===== config.mk =====
export PLATFORM = sky130hd
export DESIGN_NAME = khazad_cbc_ctrl
export DESIGN_NICKNAME = d
export VERILOG_FILES = /design/src/rtl/khazad_cbc_ctrl.sv
export SDC_FILE = /design/constraint.sdc
export NUM_CORES = 1
export LEC_CHECK = 0
export BUFFER_PORTS_ARGS = -buffer_cell sky130_fd_sc_hd__buf_2
export CAP_MARGIN = 20
export CORE_AREA = 2 2 243 245
export DETAILED_ROUTE_END_ITERATION = 8
export DIE_AREA = 0 0 245 247
export GPL_TIMING_DRIVEN = 0
export PLACE_DENSITY_LB_ADDON = 0.08
export SYNTH_ARGS = -nofsm -noshare
export SYNTH_HDL_FRONTEND = slang
export SYNTH_SLANG_ARGS = --single-unit

===== constraint.sdc =====
create_clock -name CLK -period 2.67 [get_ports CLK]
set_input_delay 0.534 -clock CLK [delete_from_list [all_inputs] [get_ports CLK]]
set_output_delay 0.534 -clock CLK [all_outputs]
set_load 0.03 [all_outputs]

===== src/rtl/khazad_cbc_ctrl.sv =====
// ---------------------------------------------------------------------------
// khazad_cbc_ctrl
//
// Cipher-block-chaining controller that sits in front of a 64-bit block
// cipher core (KHAZAD-style: 64-bit block, 128-bit key). The controller
// accepts one block at a time from the host, applies the CBC pre-whitening
// (encrypt) or post-whitening (decrypt) against the chain register, starts
// the core, waits for the core to signal its last round, captures the
// result and offers it to the consumer with a valid/ready handshake.
//
// Ports
//   CLK             rising-edge clock
//   RST             synchronous active-high reset
//   key_in[127:0]   cipher key, stable for a whole chain
//   iv_in[63:0]     initialisation vector
//   iv_load         load iv_in into the chain register (IDLE only)
//   enc_mode        1 = CBC encrypt, 0 = CBC decrypt, latched per block
//   in_valid        host block valid
//   in_ready        controller accepts a block
//   in_data[63:0]   plaintext (encrypt) or ciphertext (decrypt)
//   out_valid       result valid
//   out_ready       consumer accepts the result
//   out_data[63:0]  CBC result
//   blk_cnt[31:0]   blocks completed since the last iv_load
//   core_*          interface to the block cipher core
// ---------------------------------------------------------------------------
module khazad_cbc_ctrl (
  input  logic          CLK,
  input  logic          RST,
  input  logic [127:0]  key_in,
  input  logic [63:0]   iv_in,
  input  logic          iv_load,
  input  logic          enc_mode,
  input  logic          in_valid,
  output logic          in_ready,
  input  logic [63:0]   in_data,
  output logic          out_valid,
  input  logic          out_ready,
  output logic [63:0]   out_data,
  output logic [31:0]   blk_cnt,
  output logic [63:0]   core_data_in,
  output logic [127:0]  core_key,
  output logic          core_enc,
  output logic          core_start,
  output logic          core_only_data,
  input  logic [63:0]   core_data_out,
  input  logic          core_last_round
);

  localparam logic [2:0] IDLE  = 3'd0;
  localparam logic [2:0] START = 3'd1;
  localparam logic [2:0] RUN   = 3'd2;
  localparam logic [2:0] CAPT  = 3'd3;
  localparam logic [2:0] OUT   = 3'd4;

  logic [2:0]  state_q, state_d;
  logic [63:0] chain_q, chain_d;
  logic [63:0] blk_q, blk_d;
  logic        mode_q, mode_d;
  logic        first_q, first_d;
  logic [63:0] out_data_q, out_data_d;
  logic [31:0] blk_cnt_q, blk_cnt_d;
  logic [63:0] core_din_q, core_din_d;

  // Next-state and datapath. The core input word is computed once at accept
  // time and registered, so it stays constant while the core is running even
  // though the chain register may be rewritten in CAPT.
  always_comb begin
    state_d    = state_q;
    chain_d    = chain_q;
    blk_d      = blk_q;
    mode_d     = mode_q;
    first_d    = first_q;
    out_data_d = out_data_q;
    blk_cnt_d  = blk_cnt_q;
    core_din_d = core_din_q;

    case (state_q)
      IDLE: begin
        // A new IV always wins over a pending data block.
        if (iv_load) begin
          chain_d   = iv_in;
          blk_cnt_d = 32'd0;
          first_d   = 1'b1;
        end else if (in_valid) begin
          blk_d      = in_data;
          mode_d     = enc_mode;
          core_din_d = enc_mode ? (in_data ^ chain_q) : in_data;
          state_d    = START;
        end
      end
      START: state_d = RUN;
      RUN: begin
        if (core_last_round) state_d = CAPT;
      end
      CAPT: begin
        // Encrypt chains on the ciphertext just produced; decrypt chains on
        // the ciphertext that was fed in.
        if (mode_q) begin
          out_data_d = core_data_out;
          chain_d    = core_data_out;
        end else begin
          out_data_d = core_data_out ^ chain_q;
          chain_d    = blk_q;
        end
        first_d   = 1'b0;
        blk_cnt_d = blk_cnt_q + 32'd1;
        state_d   = OUT;
      end
      OUT: begin
        if (out_ready) state_d = IDLE;
      end
      default: state_d = IDLE;
    endcase
  end

  always_ff @(posedge CLK) begin
    if (RST) begin
      state_q    <= IDLE;
      chain_q    <= 64'd0;
      blk_q      <= 64'd0;
      mode_q     <= 1'b1;
      first_q    <= 1'b1;
      out_data_q <= 64'd0;
      blk_cnt_q  <= 32'd0;
      core_din_q <= 64'd0;
    end else begin
      state_q    <= state_d;
      chain_q    <= chain_d;
      blk_q      <= blk_d;
      mode_q     <= mode_d;
      first_q    <= first_d;
      out_data_q <= out_data_d;
      blk_cnt_q  <= blk_cnt_d;
      core_din_q <= core_din_d;
    end
  end

  // Handshake strobes are gated by RST so they are quiet during reset even
  // before the state register has been cleared.
  assign in_ready       = (state_q == IDLE) && !iv_load && !RST;
  assign out_valid      = (state_q == OUT) && !RST;
  assign core_start     = (state_q == START) && !RST;
  assign out_data       = out_data_q;
  assign blk_cnt        = blk_cnt_q;
  assign core_data_in   = core_din_q;
  assign core_key       = key_in;
  assign core_enc       = mode_q;
  // The core only needs a fresh key schedule for the first block of a chain.
  assign core_only_data = !first_q;

endmodule


==> results.json <==
{
  "status": "finished clean",
  "crit_buf_inv": 4,
  "antenna_found_initial": 8,
  "fin_crit_sh": 0.9375,
  "synth_edf_count": 0,
  "cts_buffers": 38,
  "io_buffers": 489,
  "clock_path_buffers": 3,
  "cts_tree": "built",
  "arrival_ns": 2.91,
  "crit_family": "buffers and inverters",
  "post-dp-hpwl_um": 50490,
  "async_reset_ff_frac": 0,
  "slew_viol_final": 0,
  "wl_per_cell_um": 21.10,
  "ir_worst_vdd_v": 0.0003736,
  "syn_area_mm2": 0.01447,
  "synth_ff_type": "dfxtp_1",
  "path_max_fanout": 10,
  "place_congestion": 0.8274,
  "synthMostInstantiatedCell": "nand2_1",
  "worstHoldStart": "in_data[58]",
  "slowest_stage": "clkdlybuf4s18_2",
  "synth_top_area_frac": 0.4054,
  "cp-endpoint": "chain_q[60]$_SDFFE_PP0P_",
  "synth_seq_area_share": 0.4054,
  "r2r_start": "state_q[2]$_SDFFE_PP0P_",
  "dp.cells": 3030,
  "drtIter0Drc": 624,
  "synth.distinct_cells": 44,
  "grt_usage": 0.2070,
  "nNetsFinal": 2625,
  "seq_area_mm2": 0.005866,
  "finalWirelength_um": 65390,
  "fp.dieW_um": 245,
  "yosysTopAreaCell": "dfxtp_1",
  "path_clk_slew_ns": 0.06,
  "synth-warning-count": 0,
  "fillerInstances": 6306,
  "rows": 89,
  "finalHoldViolations": 0,
  "area.growth.synth_to_final_pct": 33.37,
  "hold_path_class": "input pin to flip-flop",
  "worst-endpoint-required_ns": 3.08,
  "synth_top_cells_by_area": "dfxtp_1, a211oi_1, nand2_1",
  "r2r_end": "chain_q[60]$_SDFFE_PP0P_",
  "drc": 0,
  "timing.slew.headroom": 0.3023,
  "post_drt_via_cell_ratio": 4.689,
  "critical_path_cell_count": 6,
  "syn-instance-count": 1765,
  "die_y_um": 247,
  "grt_max_degree": 14,
  "first_pass_iters": 5,
  "critPathKind": "flip-flop to flip-flop",
  "wl_met2_um": 31130,
  "cp-startpoint": "state_q[2]$_SDFFE_PP0P_",
  "h-tree-depth": 2,
  "dieArea_mm2": 0.06052,
  "setup_viol": 0,
  "io_pins": 620,
  "multiInputGateArea_mm2": 0.007054,
  "core-area_mm2": 0.05824,
  "antenna_left": 0,
  "period_minus_slack_ns": 2.503,
  "max_freq_mhz": 399.5,
  "start_util": 0.2484,
  "synth_common_cells": "nand2_1, dfxtp_1, a211oi_1",
  "clock_sinks": 293,
  "total_leakage_power_uw": 0.007639,
  "worstMarginPinSlew_ns": 1.037,
  "grt_pass1_vias": 14188,
  "dr_total_vias": 14531,
  "synthesis.nets": 2093,
  "rsz0062_at_grt": "no",
  "fin_tns_setup_ns": 0,
  "final_cells": 3099,
  "critical-path-max-stage-delay_ns": 0.55,
  "cp-end-kind": "flip-flop",
  "clockRootBuffer": "clkbuf_16",
  "whs_ns": 0.2279,
  "ctsHoldBuffers": 0,
  "worstSetupStartpointType": "flip-flop",
  "grt_overflow": 0,
  "powerDensity_mw_per_mm2": 642.9,
  "r2r_cells": 6,
  "drive_gt1_frac": 0.3233,
  "clock-skew-final_ns": 0.01754,
  "top_layer": "met5",
  "maxCapViolCount": 0,
  "cp_cell_sequence": "clkbuf_1 > nand3b_4 > buf_2 > clkdlybuf4s18_2 > clkbuf_2 > a311oi_1",
  "grt_pass1_wl_um": 93090,
  "met3_wirelength_um": 3327,
  "reg2reg_slack_ns": 0.17,
  "wl_met1_um": 29470,
  "clk_latency_ns": 0.56,
  "avgSynthCellArea_um2": 8.197,
  "ys_ff_latch": 293
}
==> worst min-delay path: cells and delay by family <==
| kind | cells | cell delay, ns |
|---|---|---|
| AOI/OAI and AO/OA | 1 | 0.05 |
| buffers and inverters | 1 | 0.11 |
| and+or+nand+nor | 1 | 0.05 |
==> cell usage in the layout, fill, tap and decap left out, types with 66 or more instances in the layout <==
cell type    n
nor2_1     141
a211oi_1   192
a21oi_1     89
buf_4      128
buf_2      507
nor2b_1    128
nand2_1    334
clkbuf_1    89
a311oi_1    66
dfxtp_1    293
==> repair_timing <==
| item | 4_1_cts | 5_1_grt |
|---|---|---|
| cloned | 0 | 0 |
| buffers inserted | 0 | 0 |
| setup endpoints to repair | 167 | 60 |
| gates resized for setup | 19 | 24 |
==> flip-flops by register name (all words and copies together) (netlist names) <==
name / count
chain_q: 64
first_q: 1
blk_cnt: 32
core_enc: 1
blk_q: 64
state_q: 3
out_data: 64
core_data_in: 64
==> cell type report <==
type / count / area share
Antenna cell: 3 / 0.0003891
Buffer: 274 / 0.08209
Clock buffer: 55 / 0.06056
Clock inverter: 11 / 0.007522
Inverter: 3 / 0.0005836
Multi-Input combinational cell: 1195 / 0.3656
Sequential cell: 293 / 0.3040
Tap cell: 773 / 0.05012
Timing Repair Buffer: 492 / 0.1292
==> metrics by stage <==
| step | setup WS (ns) | cell area [µm²] | power (µW) | utilization |
|---|---|---|---|---|
| global placement | -0.7138 | 17880 | 7039 | 0.3070 |
| detailed placement | -0.4177 | 17930 | 7052 | 0.3078 |
| global route | 0.01046 | 19290 | 12910 | 0.3312 |
| CTS | 0.01836 | 19270 | 12560 | 0.3309 |
| floorplan | 0.04721 | 14470 | 6152 | - |
| finish | 0.1668 | 19300 | 12410 | 0.3313 |
==> worst min-delay path by stage <==
| stage | end | cells after the start |
|---|---|---|
| finish | blk_q[58]$_SDFFE_PP0P_ | 3 |
| global route | blk_q[58]$_SDFFE_PP0P_ | 3 |
| global placement | blk_q[50]$_SDFFE_PP0P_ | 2 |
| floorplan | blk_q[0]$_SDFFE_PP0P_ | 2 |
| detailed placement | blk_q[54]$_SDFFE_PP0P_ | 2 |
| CTS | blk_q[58]$_SDFFE_PP0P_ | 3 |
==> where the power goes <==
group	total (µW)	leakage [µW]	internal [µW]	switching [µW]
combinational	2160	0.00461	738	1430
clock	5470	0.000639	3330	2140
sequential	4770	0.00239	4610	161
==> routing by layer <==
layer,vias up,global-route usage
met5,-,0
met4,4,0.05075
met3,78,0.03278
met2,494,0.3502
met1,6925,0.2745
li1,7030,-
==> logic make-up after synthesis <==
group / Yosys count / share of synthesized area
AND/OR/NAND/NOR: 690 / 0.2208
AO/OA/AOI/OAI: 366 / 0.1810
flip-flops: 293 / 0.4054
buffers and inverters: 277 / 0.1070
XOR/XNOR: 130 / 0.07870
multiplexers: 8 / 0.006227
adder cells (fa/ha/maj): 1 / 0.0008647
(Power assumes the default switching activity.)
